File: src/rtl/seg_pkg.sv
`default_nettype none
// ============================================================================
// Module   : seg_pkg
// Brief    : 7-segment pattern constants shared by the encoder and the reader.
// Revision : 1.0 - initial release
// ============================================================================
package seg_pkg;

    // Pattern bit order is {a,b,c,d,e,f,g}
    localparam logic [6:0] SEG_0     = 7'b1111110;
    localparam logic [6:0] SEG_1     = 7'b0110000;
    localparam logic [6:0] SEG_2     = 7'b1101101;
    localparam logic [6:0] SEG_3     = 7'b1111001;
    localparam logic [6:0] SEG_4     = 7'b0110011;
    localparam logic [6:0] SEG_5     = 7'b1011011;
    localparam logic [6:0] SEG_6     = 7'b1011111;
    localparam logic [6:0] SEG_7     = 7'b1110000;
    localparam logic [6:0] SEG_8     = 7'b1111111;
    localparam logic [6:0] SEG_9     = 7'b1111011;
    localparam logic [6:0] SEG_BLANK = 7'b0000000;
    localparam logic [3:0] BCD_BLANK = 4'hF;

    typedef enum logic [1:0] {
        ST_IDLE    = 2'd0,
        ST_COLLECT = 2'd1,
        ST_DONE    = 2'd2
    } scan_state_t;

endpackage
`default_nettype wire

File: src/rtl/seg_scan_reader_if.sv
`default_nettype none
// ============================================================================
// Module   : seg_scan_reader_if
// Brief    : Scanned display bus in, recovered frame out.
// Revision : 1.0 - initial release
// ============================================================================
interface seg_scan_reader_if #(
    parameter int NDIG = 4
) ();
    logic [NDIG-1:0]   dig_sel;
    logic [7:0]        seg_in;
    logic [4*NDIG-1:0] frame_bcd;
    logic [NDIG-1:0]   frame_dp;
    logic [NDIG-1:0]   frame_err;
    logic              frame_valid;
    logic              lost;

    modport master (
        output dig_sel, seg_in,
        input  frame_bcd, frame_dp, frame_err, frame_valid, lost
    );

    modport slave (
        input  dig_sel, seg_in,
        output frame_bcd, frame_dp, frame_err, frame_valid, lost
    );
endinterface
`default_nettype wire

File: src/rtl/seg_pattern_decode.sv
`default_nettype none
// ============================================================================
// Module   : seg_pattern_decode
// Brief    : Combinational 7-bit segment pattern to BCD, blank and error flags.
// Revision : 1.0 - initial release
// ============================================================================
module seg_pattern_decode
    import seg_pkg::*;
(
    input  wire logic [6:0] i_pat,
    output logic      [3:0] o_bcd,
    output logic            o_blank,
    output logic            o_err
);

    always_comb begin
        o_bcd   = BCD_BLANK;
        o_blank = 1'b0;
        o_err   = 1'b0;
        case (i_pat)
            SEG_0:     o_bcd = 4'd0;
            SEG_1:     o_bcd = 4'd1;
            SEG_2:     o_bcd = 4'd2;
            SEG_3:     o_bcd = 4'd3;
            SEG_4:     o_bcd = 4'd4;
            SEG_5:     o_bcd = 4'd5;
            SEG_6:     o_bcd = 4'd6;
            SEG_7:     o_bcd = 4'd7;
            SEG_8:     o_bcd = 4'd8;
            SEG_9:     o_bcd = 4'd9;
            SEG_BLANK: o_blank = 1'b1;
            default:   o_err = 1'b1;
        endcase
    end

endmodule
`default_nettype wire

File: src/rtl/seg_scan_reader.sv
`default_nettype none
// ============================================================================
// Module   : seg_scan_reader
// Brief    : Recovers BCD digits and decimal points from a scanned 7-seg bus.
// Revision : 1.0 - initial release
// ============================================================================
module seg_scan_reader
    import seg_pkg::*;
#(
    parameter int NDIG       = 4,
    parameter int STABLE_CYC = 4,
    parameter int TIMEOUT    = 1024
) (
    input  wire logic         clk,
    input  wire logic         rst,
    seg_scan_reader_if.slave  bus
);

    localparam int STAB_W = $clog2(STABLE_CYC + 1);
    localparam int IDLE_W = $clog2(TIMEOUT + 1);
    localparam logic [STAB_W-1:0] C_STAB_ACC  = STAB_W'(STABLE_CYC - 1);
    localparam logic [STAB_W-1:0] C_STAB_MAX  = STAB_W'(STABLE_CYC);
    localparam logic [IDLE_W-1:0] C_IDLE_LAST = IDLE_W'(TIMEOUT - 1);
    localparam logic [IDLE_W-1:0] C_IDLE_MAX  = IDLE_W'(TIMEOUT);

    logic [NDIG-1:0]   s_sel_q, s_sel_d;
    logic [7:0]        s_seg_q, s_seg_d;
    logic [STAB_W-1:0] stab_cnt_q, stab_cnt_d;
    logic [IDLE_W-1:0] idle_cnt_q, idle_cnt_d;
    logic              lost_q, lost_d;
    scan_state_t       state_q, state_d;
    logic [NDIG-1:0]   got_q, got_d;
    logic [4*NDIG-1:0] stg_bcd_q, stg_bcd_d;
    logic [NDIG-1:0]   stg_dp_q, stg_dp_d;
    logic [NDIG-1:0]   stg_err_q, stg_err_d;
    logic [4*NDIG-1:0] frame_bcd_q, frame_bcd_d;
    logic [NDIG-1:0]   frame_dp_q, frame_dp_d;
    logic [NDIG-1:0]   frame_err_q, frame_err_d;
    logic              frame_valid_q, frame_valid_d;

    logic              w_same;
    logic              w_onehot;
    logic              w_accept;
    logic              w_timeout;
    logic [3:0]        w_dec_bcd;
    logic              w_dec_blank;
    logic              w_dec_err;

    seg_pattern_decode u_decode (
        .i_pat   (s_seg_q[7:1]),
        .o_bcd   (w_dec_bcd),
        .o_blank (w_dec_blank),
        .o_err   (w_dec_err)
    );

    // Datapath: input sampling, dwell counting, staging and timeout.
    always_comb begin
        s_sel_d  = bus.dig_sel;
        s_seg_d  = bus.seg_in;
        w_same   = (bus.dig_sel == s_sel_q) && (bus.seg_in == s_seg_q);
        w_onehot = (s_sel_q != '0) && ((s_sel_q & (s_sel_q - 1'b1)) == '0);

        // Saturating one past the accept value makes accept fire once per dwell.
        if (!w_same)
            stab_cnt_d = '0;
        else if (stab_cnt_q == C_STAB_MAX)
            stab_cnt_d = stab_cnt_q;
        else
            stab_cnt_d = stab_cnt_q + 1'b1;

        w_accept = (stab_cnt_q == C_STAB_ACC) && w_onehot;

        stg_bcd_d = stg_bcd_q;
        stg_dp_d  = stg_dp_q;
        stg_err_d = stg_err_q;
        for (int k = 0; k < NDIG; k++) begin
            if (w_accept && s_sel_q[k]) begin
                stg_bcd_d[4*k +: 4] = w_dec_bcd;
                stg_dp_d[k]         = s_seg_q[0];
                stg_err_d[k]        = w_dec_err && !w_dec_blank;
            end
        end

        if (w_accept)
            idle_cnt_d = '0;
        else if (idle_cnt_q == C_IDLE_MAX)
            idle_cnt_d = idle_cnt_q;
        else
            idle_cnt_d = idle_cnt_q + 1'b1;

        w_timeout = !w_accept && (idle_cnt_q == C_IDLE_LAST);
        lost_d    = w_accept ? 1'b0 : (w_timeout ? 1'b1 : lost_q);
    end

    always_comb begin
        state_d       = state_q;
        got_d         = got_q;
        frame_bcd_d   = frame_bcd_q;
        frame_dp_d    = frame_dp_q;
        frame_err_d   = frame_err_q;
        frame_valid_d = 1'b0;

        case (state_q)
            ST_IDLE: begin
                if (w_accept) begin
                    got_d   = s_sel_q;
                    state_d = ST_COLLECT;
                end
            end
            ST_COLLECT: begin
                if (w_accept) begin
                    got_d = got_q | s_sel_q;
                end else if (w_timeout) begin
                    got_d   = '0;
                    state_d = ST_IDLE;
                end
            end
            ST_DONE: begin
                frame_bcd_d   = stg_bcd_q;
                frame_dp_d    = stg_dp_q;
                frame_err_d   = stg_err_q;
                frame_valid_d = 1'b1;
                got_d         = w_accept ? s_sel_q : '0;
                state_d       = w_accept ? ST_COLLECT : ST_IDLE;
            end
            default: begin
                got_d   = '0;
                state_d = ST_IDLE;
            end
        endcase

        if (w_accept && (&got_d))
            state_d = ST_DONE;
    end

    always_ff @(posedge clk) begin
        if (rst) begin
            s_sel_q       <= '0;
            s_seg_q       <= '0;
            stab_cnt_q    <= '0;
            idle_cnt_q    <= '0;
            lost_q        <= 1'b0;
            state_q       <= ST_IDLE;
            got_q         <= '0;
            stg_bcd_q     <= '0;
            stg_dp_q      <= '0;
            stg_err_q     <= '0;
            frame_bcd_q   <= '0;
            frame_dp_q    <= '0;
            frame_err_q   <= '0;
            frame_valid_q <= 1'b0;
        end else begin
            s_sel_q       <= s_sel_d;
            s_seg_q       <= s_seg_d;
            stab_cnt_q    <= stab_cnt_d;
            idle_cnt_q    <= idle_cnt_d;
            lost_q        <= lost_d;
            state_q       <= state_d;
            got_q         <= got_d;
            stg_bcd_q     <= stg_bcd_d;
            stg_dp_q      <= stg_dp_d;
            stg_err_q     <= stg_err_d;
            frame_bcd_q   <= frame_bcd_d;
            frame_dp_q    <= frame_dp_d;
            frame_err_q   <= frame_err_d;
            frame_valid_q <= frame_valid_d;
        end
    end

    assign bus.frame_bcd   = frame_bcd_q;
    assign bus.frame_dp    = frame_dp_q;
    assign bus.frame_err   = frame_err_q;
    assign bus.frame_valid = frame_valid_q;
    assign bus.lost        = lost_q;

endmodule
`default_nettype wire

File: src/flat_wrapper.sv
// flat-port wrapper written by rule: the top's interface ports become plain ports
module seg_scan_reader_flat import seg_pkg::*;
#(
    parameter int NDIG       = 4,
    parameter int STABLE_CYC = 4,
    parameter int TIMEOUT    = 1024
)
  (clk, rst, bus_dig_sel, bus_seg_in, bus_frame_bcd, bus_frame_dp, bus_frame_err, bus_frame_valid, bus_lost);
  seg_scan_reader_if #(.NDIG(NDIG)) bus_i ();
  input  wire logic clk;
  input  wire logic rst;
  input wire logic [$bits(bus_i.dig_sel)-1:0] bus_dig_sel;
  input wire logic [$bits(bus_i.seg_in)-1:0] bus_seg_in;
  output wire logic [$bits(bus_i.frame_bcd)-1:0] bus_frame_bcd;
  output wire logic [$bits(bus_i.frame_dp)-1:0] bus_frame_dp;
  output wire logic [$bits(bus_i.frame_err)-1:0] bus_frame_err;
  output wire logic [$bits(bus_i.frame_valid)-1:0] bus_frame_valid;
  output wire logic [$bits(bus_i.lost)-1:0] bus_lost;
  assign bus_i.dig_sel = bus_dig_sel;
  assign bus_i.seg_in = bus_seg_in;
  assign bus_frame_bcd = bus_i.frame_bcd;
  assign bus_frame_dp = bus_i.frame_dp;
  assign bus_frame_err = bus_i.frame_err;
  assign bus_frame_valid = bus_i.frame_valid;
  assign bus_lost = bus_i.lost;
  seg_scan_reader #(.NDIG(NDIG), .STABLE_CYC(STABLE_CYC), .TIMEOUT(TIMEOUT)) u_core (.clk(clk), .rst(rst), .bus(bus_i));
endmodule
File: config.mk
export PLATFORM = sky130hd
export DESIGN_NAME = seg_scan_reader_flat
export DESIGN_NICKNAME = d
export VERILOG_FILES = /design/src/rtl/seg_pkg.sv /design/src/rtl/seg_scan_reader_if.sv /design/src/rtl/seg_pattern_decode.sv /design/src/rtl/seg_scan_reader.sv /design/src/flat_wrapper.sv
export SDC_FILE = /design/constraint.sdc
export NUM_CORES = 1
export LEC_CHECK = 0
export CORE_ASPECT_RATIO = 1.75
export CORE_MARGIN = 1.5
export CORE_UTILIZATION = 23
export CTS_CLUSTER_DIAMETER = 50
export CTS_CLUSTER_SIZE = 24
export DETAILED_ROUTE_END_ITERATION = 8
export SLEW_MARGIN = 30
export SYNTH_ARGS = -nofsm -noshare
export SYNTH_HDL_FRONTEND = slang
export SYNTH_SLANG_ARGS = --single-unit
File: constraint.sdc
create_clock -name clk -period 2.7 [get_ports clk]
set_input_delay 0.54 -clock clk [delete_from_list [all_inputs] [get_ports clk]]
set_output_delay 0.54 -clock clk [all_outputs]
set_load 0.01 [all_outputs]
== Yosys cells after proc, flatten, opt, wreduce, memory -nomap -nowiden ==
Cells that the tools add are included.

* Output and inout bits: 26
* Flip-flop bits (word level): 82
* Word-level logic and storage cells: 92

* Equality and inequality tests: 24
* Multiplexer cells: 15
* Reduce and logical (&&, ||, !) cells: 23
* Add/sub/neg operators: 3
* Bitwise gates (word level): 3

{| class="wikitable"
|+ Operator list
! kind !! count
|-
| equality test 7 bit (second input constant) || 8
|-
| one-hot mux 4 bit (10 select lines) || 1
|-
| two-way mux 4 bit || 4
|-
| equality test 7 x 6 -> 1 bit (second input constant) || 2
|-
| one-hot mux 4 bit (3 select lines) || 1
|-
| adder 11 x 1 -> 11 bit (second input constant) || 1
|-
| equality test 11 x 10 -> 1 bit (second input constant) || 1
|-
| equality test 11 bit (second input constant) || 1
|-
| OR reduction 11 bit || 1
|-
| logical AND 1 bit || 10
|-
| equality test 8 bit || 1
|-
| two-way mux 2 bit || 4
|-
| zero test 7 bit || 1
|-
| != test 3 x 1 -> 1 bit (second input constant) || 2
|-
| one-hot mux 2 bit (3 select lines) || 1
|-
| AND reduction 3 bit || 2
|-
| OR reduction 2 bit || 3
|-
| AND 4 bit || 1
|-
| equality test 4 bit || 1
|-
| zero test 4 bit || 1
|-
| two-way mux 1 bit || 4
|-
| != test 2 x 1 -> 1 bit (second input constant) || 2
|-
| OR 4 bit || 1
|-
| AND reduction 4 bit || 1
|-
| 12 further kinds || 13
|}

== Longest topological paths before layout ==
Gate-level depths: netlist of run 1.

* Depth after elaboration: 14
* Mapped depth: 8
* Depth with buffers taken out: 7

== Hierarchy ==
From an unflattened synthesis of run 1, not the netlist that was laid out.

* Cells, all modules: 402
* Area total of the unflattened synthesis: 3522.1 µm²

{| class="wikitable"
|+ By module, submodules not included
! module !! times used !! area each (µm²) !! seq. area each (µm²) !! cells an instance
|-
| seg_scan_reader || 1 || 3263.1 || 1641.6 || 361
|-
| seg_pattern_decode || 1 || 259.0 || 0.0 || 41
|}

== Least setup slack after synthesis of run 1 ==
No wires, ideal clock.

* Kind: register -> register
* From: register u_core.stab_cnt_q[0]
* To: register u_core.state_q[0]
* Arrival time: 1914 ps
* Clock period less this slack: 2036 ps
* Required time: 2578 ps
* Cell stages (with the launch flop): 9
* Path slack: 664 ps
* Cell sequence: dfxtp_1 ha_1 ha_1 nor2b_1 and3_1 buf_2 o22ai_1 or3b_1 a221o_1

* Longest elaborated chain between the ends: 10

{| class="wikitable"
|+ Ends and longest elaborated chain
! element !! line !! RTL
|-
| start: declaration || seg_scan_reader.sv:28 || <nowiki>logic [STAB_W-1:0] stab_cnt_q, stab_cnt_d;</nowiki>
|-
| start signal: assignment || seg_scan_reader.sv:155 || <nowiki>stab_cnt_q <= stab_cnt_d;</nowiki>
|-
| equality test 3 x 2 -> 1 bit (*) || seg_scan_reader.sv:71 || <nowiki>w_accept = (stab_cnt_q == C_STAB_ACC) && w_onehot;</nowiki>
|-
| logical AND 1 bit (*) || seg_scan_reader.sv:71 ||
|-
| zero test 1 bit || seg_scan_reader.sv:91 || <nowiki>w_timeout = !w_accept && (idle_cnt_q == C_IDLE_LAST);</nowiki>
|-
| logical AND 1 bit || seg_scan_reader.sv:91 ||
|-
| two-way mux 4 bit || seg_scan_reader.sv:113 || <nowiki>end else if (w_timeout) begin</nowiki>
|-
| two-way mux 4 bit || seg_scan_reader.sv:111 || <nowiki>if (w_accept) begin</nowiki>
|-
| one-hot mux 4 bit (3 select lines) || seg_scan_reader.sv:103 || <nowiki>case (state_q)</nowiki>
|-
| AND reduction 4 bit || seg_scan_reader.sv:132 || <nowiki>if (w_accept && (&got_d))</nowiki>
|-
| logical AND 1 bit || seg_scan_reader.sv:132 ||
|-
| OR reduction 2 bit (no source line) || -- ||
|-
| end signal: assignment || seg_scan_reader.sv:158 || <nowiki>state_q <= state_d;</nowiki>
|-
| end: declaration || seg_scan_reader.sv:31 || <nowiki>scan_state_t state_q, state_d;</nowiki>
|}

Every way passes the cells marked *; elsewhere a longest branch is shown, timed or not.
A chain may end at the register's enable or synchronous reset.

== Final worst setup path of run 1 ==
Ends and elaborated chain as after synthesis.

==> impl_metrics.ini, run 1 <==
[logic_synthesis]
yosysSeqAreaShare_pct = 47.4
synth_cells = 411
ys_types = 47
syn_area_mm2 = 0.00346
yosysWarningCount = 0
synth_edf_count = 0
ys_ff_latch = 82
avgSynthCellArea_um2 = 8.42
syn_nets = 430
synth_ff_type = dfxtp_1
async_flop_share_pct = 0

[floorplan]
die_w_um = 95.7
pin_count = 40
die_area_mm2 = 0.0158
core_area_mm2 = 0.0148
die_h_um = 165
rows = 59
start_util_pct = 23.4

[power_and_ir_drop]
switching_share_pct = 19.8
pwr_density_cell_mw_per_mm2 = 653
p_clk_share_pct = 52.3
seq_power_share_pct = 44.1
p_int_mw = 2.27
p_leak_nw = 1.48
p_comb_share_pct = 3.6
switching_power_uw = 561
ir_drop_mv = 0.403

[clocking]
clk_latency_ns = 0.34
cts_tree = done
clock_path_buffers = 2
clk_pin_slew_ns = 0.06
cts_resized = 0
numCtsBuffers = 9
htree_levels = 3
root_buffer = clkbuf_16
hold_buffers = 0
postCtsSetupBuffers = 0
cts.sinks = 82

[placement]
place_congestion = 0.846
dp_hpwl_um = 5490
numPortBuffers = 39
post_dp_cell_area_mm2 = 0.00397

[sta]
worst_pin_slew_ns = 0.834
fin_crit_sh_pct = 82.4
hold_viol = 0
rsz0062_at_grt = no
fin_crit_ns = 2.22
setup_viol = 0
tns_ns = 0
timing.fmax_mhz = 449
maxSlewHeadroom_pct = 44.4
finalClockSkew_ns = 0.00561
slew_viol_final = 0

[final_layout]
final_nets = 455
fin_area_mm2 = 0.00434
area_delta_synth_final_pct = 25.4
antenna_cells = 0
drive_gt1_share_pct = 6.12
fillers = 1597

[hold_path]
hold_path_class = reg -> reg

[drt]
routed-via-count = 2799
drc = 0
drt_wl_total_um = 7370
top_layer = met4
route.met3.wl_um = 259
wl_met1_um = 3250
wl_per_cell_um = 11.8
drt-pass1-iter-count = 4
viasPerCell = 4.49
drt-initial-drc-count = 103
route.met2.wl_um = 3680
ant_nets = 0

[worst_setup_path]
required_ns = 2.92
start_kind = register
path_class = reg -> reg
worstPathArrival_ns = 2.45
critPathCaptureType = register
worstPathMaxFanout = 6

[global_route]
first_global_vias = 2636
grt_antenna_before_repair = 0
grt_max_degree = 39
grt_remaining_overflow = 0
grt_pass1_wl_um = 12300
grt.total_usage_pct = 9.94

[run]
maxCapViolations = 0

[run_status]
status = complete, no violations
==> path summary, 6_finish.rpt <==
path / startpoint / end / slack (ns) / cells past startpoint
worst min-delay path: u_core.bus.frame_bcd[6] / u_core.bus.frame_bcd[6] / 0.45 / 2
worst max register to register: u_core.stab_cnt_q[0] / u_core.state_q[0] / 0.48 / 7
worst min register to register: u_core.bus.frame_bcd[6] / u_core.bus.frame_bcd[6] / 0.45 / 2
worst max-delay path: u_core.stab_cnt_q[0] / u_core.state_q[0] / 0.48 / 7
==> through the flow <==
step                      util, %  worst slack, ns  total power [mW]  hold WS, ns  instances
final                        29.4            0.475              2.83        0.453        624
after global routing         29.4            0.298              2.92        0.468        624
after CTS                    29.4            0.455              2.86        0.456        624
after detailed placement     26.9            0.413              1.38        0.447        608
after global placement       26.9            0.449              1.38        0.445        608
after floorplan                 -            0.664              1.34        0.432        411
==> Yosys cell counts (9+ instances only) <==
library cell	number	area, um^2
a21oi_1	41	205
buf_2	9	45.0
clkbuf_1	15	56.3
dfxtp_1	82	1640
nand2_1	69	259
nand3_1	10	50.1
nand3b_1	10	75.1
nor2_1	43	161
nor2b_1	15	93.8
xnor2_1	12	105
xor2_1	11	96.3
==> cell type report <==
| type | instances | area (um^2) | area share [%] |
|---|---|---|---|
| tap | 183 | 229 | 5.28 |
| inverter | 5 | 18.8 | 0.432 |
| sequential | 82 | 1640 | 37.8 |
| clock buffer | 9 | 225 | 5.19 |
| multi-input combinational | 295 | 1670 | 38.5 |
| clock inverter | 7 | 141 | 3.26 |
| timing repair buffer | 43 | 415 | 9.57 |
==> state kept, by name, summed over array words and instances (netlist names) <==
register	flops
u_core.bus.frame_bcd	16
u_core.bus.frame_dp	4
u_core.bus.frame_err	4
u_core.bus.frame_valid	1
u_core.bus.lost	1
u_core.got_q	4
u_core.idle_cnt_q	11
u_core.s_seg_q	8
u_core.s_sel_q	4
u_core.stab_cnt_q	3
u_core.state_q	2
u_core.stg_bcd_q	16
u_core.stg_dp_q	4
u_core.stg_err_q	4
==> power groups by stage <==
stage / Combinational, mW / Clock (mW) / Sequential [mW]
final: 0.102 / 1.48 / 1.25
after global routing: 0.113 / 1.55 / 1.25
after CTS: 0.103 / 1.51 / 1.25
after detailed placement: 0.103 / 0 / 1.28
after global placement: 0.102 / 0 / 1.27
after floorplan: 0.0866 / 0 / 1.26
==> placed cells by master (no fill, tap or decap), types with 3 or more instances in the layout <==
cell / synthesis / final
nor2b_1: 15 / 15
o21ai_0: 8 / 8
buf_4: 1 / 4
nand3b_1: 10 / 10
a21oi_1: 41 / 41
inv_1: 5 / 5
clkdlybuf4s50_1: 0 / 38
o21ai_1: 4 / 4
o41ai_1: 4 / 4
nor4_1: 8 / 8
nand3_1: 10 / 10
and3_1: 3 / 3
nand2b_1: 5 / 5
ha_1: 5 / 5
nor3_1: 5 / 5
nor2_1: 43 / 43
clkbuf_16: 0 / 9
or4_1: 3 / 3
nand2_1: 69 / 69
dfxtp_1: 82 / 82
xnor2_1: 12 / 12
bufinv_16: 0 / 4
and3b_1: 3 / 3
a211oi_1: 8 / 8
nand4_1: 5 / 5
xor2_1: 11 / 11
==> worst max-delay path: stages (launching register included) <==
cell and delay [ns]:
dfxtp_1 0.37, ha_1 0.16, ha_1 0.18, nor3b_2 0.25, and3b_1 0.31, o22ai_1 0.11, or3b_1 0.40, a221o_1 0.32
==> routing by layer <==
metal	global-route usage (%)	vias up
met2	17.1	53
met3	1.92	9
met4	5.68	0
li1	-	1453
met1	11.2	1284
met5	0	-
==> cells by family after synthesis <==
| group | after synthesis | synth area share (%) |
|---|---|---|
| AOI/OAI and AO/OA | 75 | 12.8 |
| xor gates and xnor gates | 23 | 5.82 |
| adders and majority gates | 5 | 1.81 |
| buffers and inverters | 34 | 4.37 |
| DFF | 82 | 47.4 |
| muxes | 2 | 0.650 |
| and+or+nand+nor | 190 | 27.1 |
No activity file was read; power rests on OpenSTA's default activity.
==> inputs of run 2 (changes only) <==
==> constraint.sdc (replaced) <==
create_clock -name clk -period 2 [get_ports clk]
set_input_delay 0.4 -clock clk [delete_from_list [all_inputs] [get_ports clk]]
set_output_delay 0.4 -clock clk [all_outputs]
set_load 0.01 [all_outputs]
==> impl_metrics.ini, run 2 (synthesis gave the netlist of run 1 again) <==
[sta]
fin_crit_ns = 1.94
fin_crit_sh_pct = 96.8
finalClockSkew_ns = 0.00707
tns_ns = 0
setup_viol = 0
fin_ws_ns = 0.0645
timing.fmax_mhz = 517
maxSlewHeadroom_pct = 58.8
worst_pin_slew_ns = 0.613
hold_viol = 0
slew_viol_final = 0

[clocking]
clock_path_buffers = 2
hold_buffers = 0
numCtsBuffers = 9
root_buffer = clkbuf_16
cts_tree = done
htree_levels = 3
clk_latency_ns = 0.34
cts.sinks = 82
clk_pin_slew_ns = 0.06

[floorplan]
core_area_mm2 = 0.0148
die_h_um = 165
start_util_pct = 23.4
rows = 59
die_area_mm2 = 0.0158
pin_count = 40
die_w_um = 95.7

[final_layout]
multi_input_area_mm2 = 0.00172
layout_commonest_cell = dfxtp_1
area_delta_synth_final_pct = 29.6
final_nets = 473
ff_latch_area_mm2 = 0.00165
fillers = 1550
drive_gt1_share_pct = 11.3
mostFrequentLayoutCells = dfxtp_1 (80), nand2_1 (69), nor2_1 (42)
antenna_cells = 0
fin_util_pct = 30.4

[drt]
drc = 0
ant_nets = 0
drt-pass1-iter-count = 4
drt_wl_total_um = 7660
drt-initial-drc-count = 135
routed-via-count = 2930
wl_per_cell_um = 11.9
viasPerCell = 4.56

[worst_setup_path]
r2r-start = u_core.stab_cnt_q[1]
crit_chain = ha_4 -> ha_4 -> nor3b_4 -> and3b_1 -> o22ai_1 -> or3b_1 -> a221o_1
r2r_end = u_core.state_q[0]
critPathCaptureType = register
start_kind = register
path_class = reg -> reg
critPathMostFrequentCell = ha_4
setup.worst_path.start = u_core.stab_cnt_q[1]
worstPathMaxFanout = 4
slowest_delay_ns = 0.38
worstPathArrival_ns = 2.17
reg2reg_slack_ns = 0.06
reg2regPathDepth = 7
required_ns = 2.23
critical_path.slowest_cell = or3b_1

[placement]
place_ws_ns = -0.131
place_congestion = 0.810
dp_hpwl_um = 5820
numPortBuffers = 39

[power_and_ir_drop]
pwr_density_cell_mw_per_mm2 = 799
ir_drop_mv = 0.540
p_total_mw = 3.59
p_leak_nw = 1.55

[hold_path]
hold_path_class = reg -> reg
hold_path_end = u_core.bus.frame_dp[1]
holdPathStages = 2
worstHoldStart = u_core.stg_dp_q[1]

[global_route]
grt_remaining_overflow = 0
grt_antenna_before_repair = 0
grt.total_usage_pct = 10.6
grt_pass1_wl_um = 13000
grt_max_degree = 34
first_global_vias = 2864

[run]
maxCapViolations = 0

[run_status]
status = complete, no violations
[run 2: cell count changes in the layout (fill, tap and decap cells not counted), moves of 2 or more]
| cell | change |
|---|---|
| ha_4 | +2 |
| dfxtp_1 | -2 |
| bufinv_16 | -2 |
| ha_1 | -2 |
| buf_4 | +18 |
[run 2: metal layers]
layer  track usage (%)  part of all wire (%)  vias to the layer above  wire length (um)
met5                 0                     0                        -                 0
met3              1.92                   3.2                       11               246
met2              19.0                    54                       42              4120
met1              11.6                    41                     1394              3110
met4              5.41                   2.4                        0               180
li1                  -                     -                     1483                 -
[run 2: area by class of cell]
class	count	share of cell area [%]
tap	183	5.10
timing repair buffer	61	12.3
sequential	82	36.7
multi-input combinational	295	38.4
clock buffer	11	5.41
inverter	5	0.418
clock inverter	5	1.73
[run 2: repair_timing]
item | in CTS | in global routing
setup endpoints to repair | 2 | 8
buffers inserted | 1 | 2
pin swaps | 0 | 1
gates resized for setup | 1 | 5
[run 2: power by group]
group          internal, mW  leakage, nW  switching, mW
sequential             1.65        0.665         0.0338
clock                  1.12        0.156          0.629
combinational        0.0779        0.725         0.0722
[run 2: worst max path at each step]
stage / to / slack [ns] / depth (start not counted)
CTS: u_core.state_q[0] / 0.01 / 7
global route: u_core.state_q[0] / -0.01 / 7
finish: u_core.state_q[0] / 0.06 / 7
global placement: u_core.stab_cnt_q[1] / -0.12 / 6
detailed placement: u_core.stab_cnt_q[2] / -0.13 / 6
floorplan: u_core.state_q[0] / 0.002 / 8
[run 2: critical path, delay by kind of cell, from the launching register on]
kind | cells | cell delay (ns)
AOI/OAI and AO/OA | 2 | 0.41
and+or+nand+nor | 3 | 0.77
adders and majority gates | 2 | 0.29
DFF | 1 | 0.36
[run 2: metrics by stage]
stage	hold slack, ns	area, um^2	std cells
2_1_floorplan	0.432	3490	411
3_3_place_gp	0.444	4110	623
3_5_place_dp	0.447	4110	623
4_1_cts	0.456	4450	640
5_1_grt	0.472	4490	642
6_report	0.451	4490	642
==> inputs of run 3 (changes only) <==
==> constraint.sdc (replaced) <==
create_clock -name clk -period 2.51 [get_ports clk]
set_input_delay 0.502 -clock clk [delete_from_list [all_inputs] [get_ports clk]]
set_output_delay 0.502 -clock clk [all_outputs]
set_load 0.01 [all_outputs]
==> impl_metrics.ini, run 3 (synthesis gave the netlist of run 1 again) <==
[global_route]
grt_remaining_overflow = 0
grt_pass1_wl_um = 12700
grt.total_usage_pct = 10.2
grt_antenna_before_repair = 0
first_global_vias = 2812
grt_max_degree = 39

[floorplan]
die_h_um = 165
die_w_um = 95.7
core_area_mm2 = 0.0148
pin_count = 40
die_area_mm2 = 0.0158
rows = 59
start_util_pct = 23.4

[worst_setup_path]
path_class = reg -> reg
start_kind = register
critPathCaptureType = register
required_ns = 2.72
worstPathMaxFanout = 6
worstPathArrival_ns = 2.50

[clocking]
clock_path_buffers = 2
cts.sinks = 82
clk_pin_slew_ns = 0.06
root_buffer = clkbuf_16
htree_levels = 3
cts_resized = 0
clk_latency_ns = 0.33
numCtsBuffers = 9
cts_tree = done
hold_buffers = 0
postCtsSetupBuffers = 0

[drt]
ant_nets = 0
drc = 0
wl_per_cell_um = 12.0
drt_wl_total_um = 7500
drt-initial-drc-count = 122
routed-via-count = 2826
viasPerCell = 4.51
drt-pass1-iter-count = 4

[sta]
finalClockSkew_ns = 0.00661
hold_viol = 0
tns_ns = 0
setup_viol = 0
worst_pin_slew_ns = 0.708
slew_viol_final = 0
fin_crit_sh_pct = 91.0
fin_crit_ns = 2.28
timing.fmax_mhz = 438
rsz0062_at_grt = no
maxSlewHeadroom_pct = 52.4

[final_layout]
layout_commonest_cell = dfxtp_1
drive_gt1_share_pct = 6.55
mostFrequentLayoutCells = dfxtp_1 (82), nand2_1 (69), nor2_1 (43)
area_delta_synth_final_pct = 24.7
antenna_cells = 0
final_nets = 457

[hold_path]
hold_path_class = reg -> reg

[power_and_ir_drop]
p_leak_nw = 1.47
p_total_mw = 2.86
pwr_density_cell_mw_per_mm2 = 663
ir_drop_mv = 0.282

[placement]
numPortBuffers = 39
dp_hpwl_um = 5710
place_congestion = 0.859

[run_status]
status = complete, no violations

[run]
maxCapViolations = 0
-- run 3: cell type report --
cell class	instances	area, um^2
Fill cell	1570	10400
Multi-Input combinational cell	295	1670
Sequential cell	82	1640
Timing Repair Buffer	45	430
Clock buffer	10	239
Tap cell	183	229
Clock inverter	6	90.1
Inverter	5	18.8
-- run 3: routing by layer --
metal / vias up / wire length [um] / part of all wire, % / GRT usage, %
met2: 57 / 3860 / 52 / 18.0
met4: 0 / 138 / 1.8 / 5.01
met1: 1310 / 3260 / 43 / 11.3
li1: 1450 / - / - / -
met3: 9 / 241 / 3.2 / 2.01
met5: - / 0 / 0 / 0
-- run 3: worst paths after layout --
| kind | from | to | slack [ns] | depth (start not counted) |
|---|---|---|---|---|
| setup / recovery | u_core.stab_cnt_q[0] | u_core.state_q[0] | 0.23 | 7 |
| hold / removal | u_core.bus.frame_err[1] | u_core.bus.frame_err[1] | 0.45 | 2 |
| setup reg to reg | u_core.stab_cnt_q[0] | u_core.state_q[0] | 0.23 | 7 |
| hold reg to reg | u_core.bus.frame_err[1] | u_core.bus.frame_err[1] | 0.45 | 2 |
-- run 3: where the power goes --
part / internal (mW) / leakage, nW / switching (mW)
logic: 0.0564 / 0.646 / 0.0538
clock network: 0.899 / 0.159 / 0.512
registers: 1.32 / 0.664 / 0.0274
-- run 3: through the flow --
| step | hold WS (ns) | utilization [%] | cell area [um^2] | setup slack [ns] | std cells |
|---|---|---|---|---|---|
| floorplan | 0.432 | - | 3460 | 0.474 | 411 |
| global placement | 0.445 | 27.0 | 3990 | 0.296 | 610 |
| detailed placement | 0.446 | 27.0 | 3990 | 0.243 | 610 |
| CTS | 0.454 | 29.2 | 4320 | 0.225 | 626 |
| global route | 0.479 | 29.2 | 4320 | 0.0560 | 626 |
| finish | 0.452 | 29.2 | 4320 | 0.226 | 626 |
-- run 3: critical path, cell delays in order, from the launching register on --
cell	delay [ns]
dfxtp_1	0.37
ha_1	0.17
ha_1	0.19
nor2b_1	0.27
and3_1	0.32
o22ai_1	0.11
or3b_1	0.41
a221o_1	0.33
==> RTL edit (config.mk and constraints of run 2) <==
`STABLE_CYC` is set to 4 in 2 places; all go to 8.
--- a/src/rtl/seg_scan_reader.sv
+++ b/src/rtl/seg_scan_reader.sv
@@ -8,7 +8,7 @@
     import seg_pkg::*;
 #(
     parameter int NDIG       = 4,
-    parameter int STABLE_CYC = 4,
+    parameter int STABLE_CYC = 8,
     parameter int TIMEOUT    = 1024
 ) (
     input  wire logic         clk,
--- a/src/flat_wrapper.sv
+++ b/src/flat_wrapper.sv
@@ -2,7 +2,7 @@
 module seg_scan_reader_flat import seg_pkg::*;
 #(
     parameter int NDIG       = 4,
-    parameter int STABLE_CYC = 4,
+    parameter int STABLE_CYC = 8,
     parameter int TIMEOUT    = 1024
 )
   (clk, rst, bus_dig_sel, bus_seg_in, bus_frame_bcd, bus_frame_dp, bus_frame_err, bus_frame_valid, bus_lost);
Formal check against the unedited RTL: same outputs for any inputs over 10 cycles, from zero or initial values and one cycle with rst high; that may be too few to reach the edited logic, so the function may still have changed.
==> RTL edit against run 2 <==
Total power shrank 4.6%. Utilization decreased by 1.1 points. Combinational power grew 3%. Routed wire length increased by 4.6%. Largest cell class unchanged. Sequential cell count is 1 higher. Critical endpoint is now u_core.stg_err_q[0]. Worst setup slack better by 0.13 ns. Final area fell by 0.56%. Fmax is 7.5% higher. Cell count is 0.31% higher. Global-route usage fell by 0.46 points. Synthesized area is 2.7% higher. Critical path depth decreased by 3.
==> RTL edit: results (changes against run 2) <==
GP Congestion = 0.822 (+1.5%)
Yosys cell types = 52 (+11%)
delay-heaviest family, CP = simple AND/OR/NAND/NOR gates
WL final = 8.02 mm (+4.6%)
post-cts sizing count = 0 (-1)
post-placement cell count = 628 (+0.80%)
fraction of final layout cells sized beyond drive strength 1 = 11.1% (-0.19 points)
largest net degree at the start of global routing = 29 (-15%)
VDD IR max = 462 µV (-14%)
fmax = 0.555 GHz (+7.5%)
max_slew headroom = 62.3% (+3.5 points)
crit path DAT = 2.01 ns (-0.16 ns)
DP HPWL = 6.05 mm (+4.0%)
postcts setup bufs = 0 (-1)
non-filler cells, final = 644 (+0.31%)
commonest cells in the synthesized netlist = 83 x dfxtp_1, 73 x nand2_1, 43 x nor2_1
syn_nets = 431 (+0.23%)
number of global-route vias before repair = 2,900 (+1.3%)
Hold Crit Start = rst
first-pass GRT wire length = 13.6 mm (+4.4%)
Layout Nets = 471 (-0.42%)
Worst path max stage delay = 0.54 ns (+0.16 ns)
Clock Skew = 0.00757 ns (+0.000502 ns)
Worst path slowest cell = or4b_4
run status = completed
pre-CTS WS = 0.105 ns (+0.236 ns)
worst hold endpoint = u_core.s_seg_q[1]
Fill cells = 1,615 (+4.2%)
Cells after Synth = 413 (+0.49%)
FF-to-FF setup slack = 0.20 ns (+0.13 ns)
top cells by area, synth = dfxtp_1 47%, nand2_1 7.7%, a21oi_1 5.6%
clock tree buffer depth = 2 (unchanged)
HP Class = in -> reg
Cell Area, Placed = 4160 µm² (+1.2%)
reg-to-reg endpoint = u_core.stg_err_q[0]
sequential fraction of the synthesis area = 46.7% (-0.70 points)
==> RTL edit: worst register-to-register path, cell delays in order (launching register included) <==
cell and delay, ns:
dfxtp_1 0.51, or4b_4 0.54, a211o_1 0.33, nand3_1 0.19, o21ai_1 0.11
==> RTL edit: metal layers <==
metal / GRT usage, % / part of all wire (%)
met1: 11.2 / 42
met4: 4.66 / 2.3
met5: 0 / 0
met3: 2.21 / 4.0
met2: 18.4 / 52
==> RTL edit: power by group <==
part / switching [mW] / internal (mW) / total [mW]
clock network: 0.696 / 0.860 / 1.56
registers: 0.0409 / 1.67 / 1.71
logic: 0.0776 / 0.0773 / 0.155
total: 0.814 / 2.61 / 3.42
==> RTL edit: kinds of logic after synthesis <==
family	count (synthesis)	synth area share (%)
and+or+nand+nor	192	27.7
muxes	2	0.633
adders and majority gates	4	1.41
DFF	83	46.7
xor gates and xnor gates	25	6.16
buffers and inverters	30	3.80
AOI/OAI and AO/OA	77	13.6
==> RTL edit: how the worst max path moves through the flow <==
| stage | start | endpoint | depth (start not counted) |
|---|---|---|---|
| finish | u_core.s_seg_q[6] | u_core.stg_err_q[0] | 4 |
| global route | u_core.idle_cnt_q[0] | u_core.got_q[2] | 7 |
| CTS | u_core.stab_cnt_q[1] | u_core.stg_bcd_q[11] | 6 |
| detailed placement | u_core.stab_cnt_q[1] | u_core.stg_bcd_q[11] | 6 |
| global placement | u_core.stab_cnt_q[1] | u_core.stg_bcd_q[11] | 6 |
| floorplan | u_core.idle_cnt_q[0] | u_core.got_q[0] | 6 |
==> RTL edit: area by class of cell <==
type                    instances  area [µm²]  share of cell area (%)
clock inverters                 7        57.6                    1.29
multi-input cells             300        1770                    39.8
inverters                       7        26.3                   0.589
well taps                     186         233                    5.22
flip-flops and latches         83        1660                    37.3
repair buffers                 52         483                    10.8
clock buffers                   9         225                    5.05
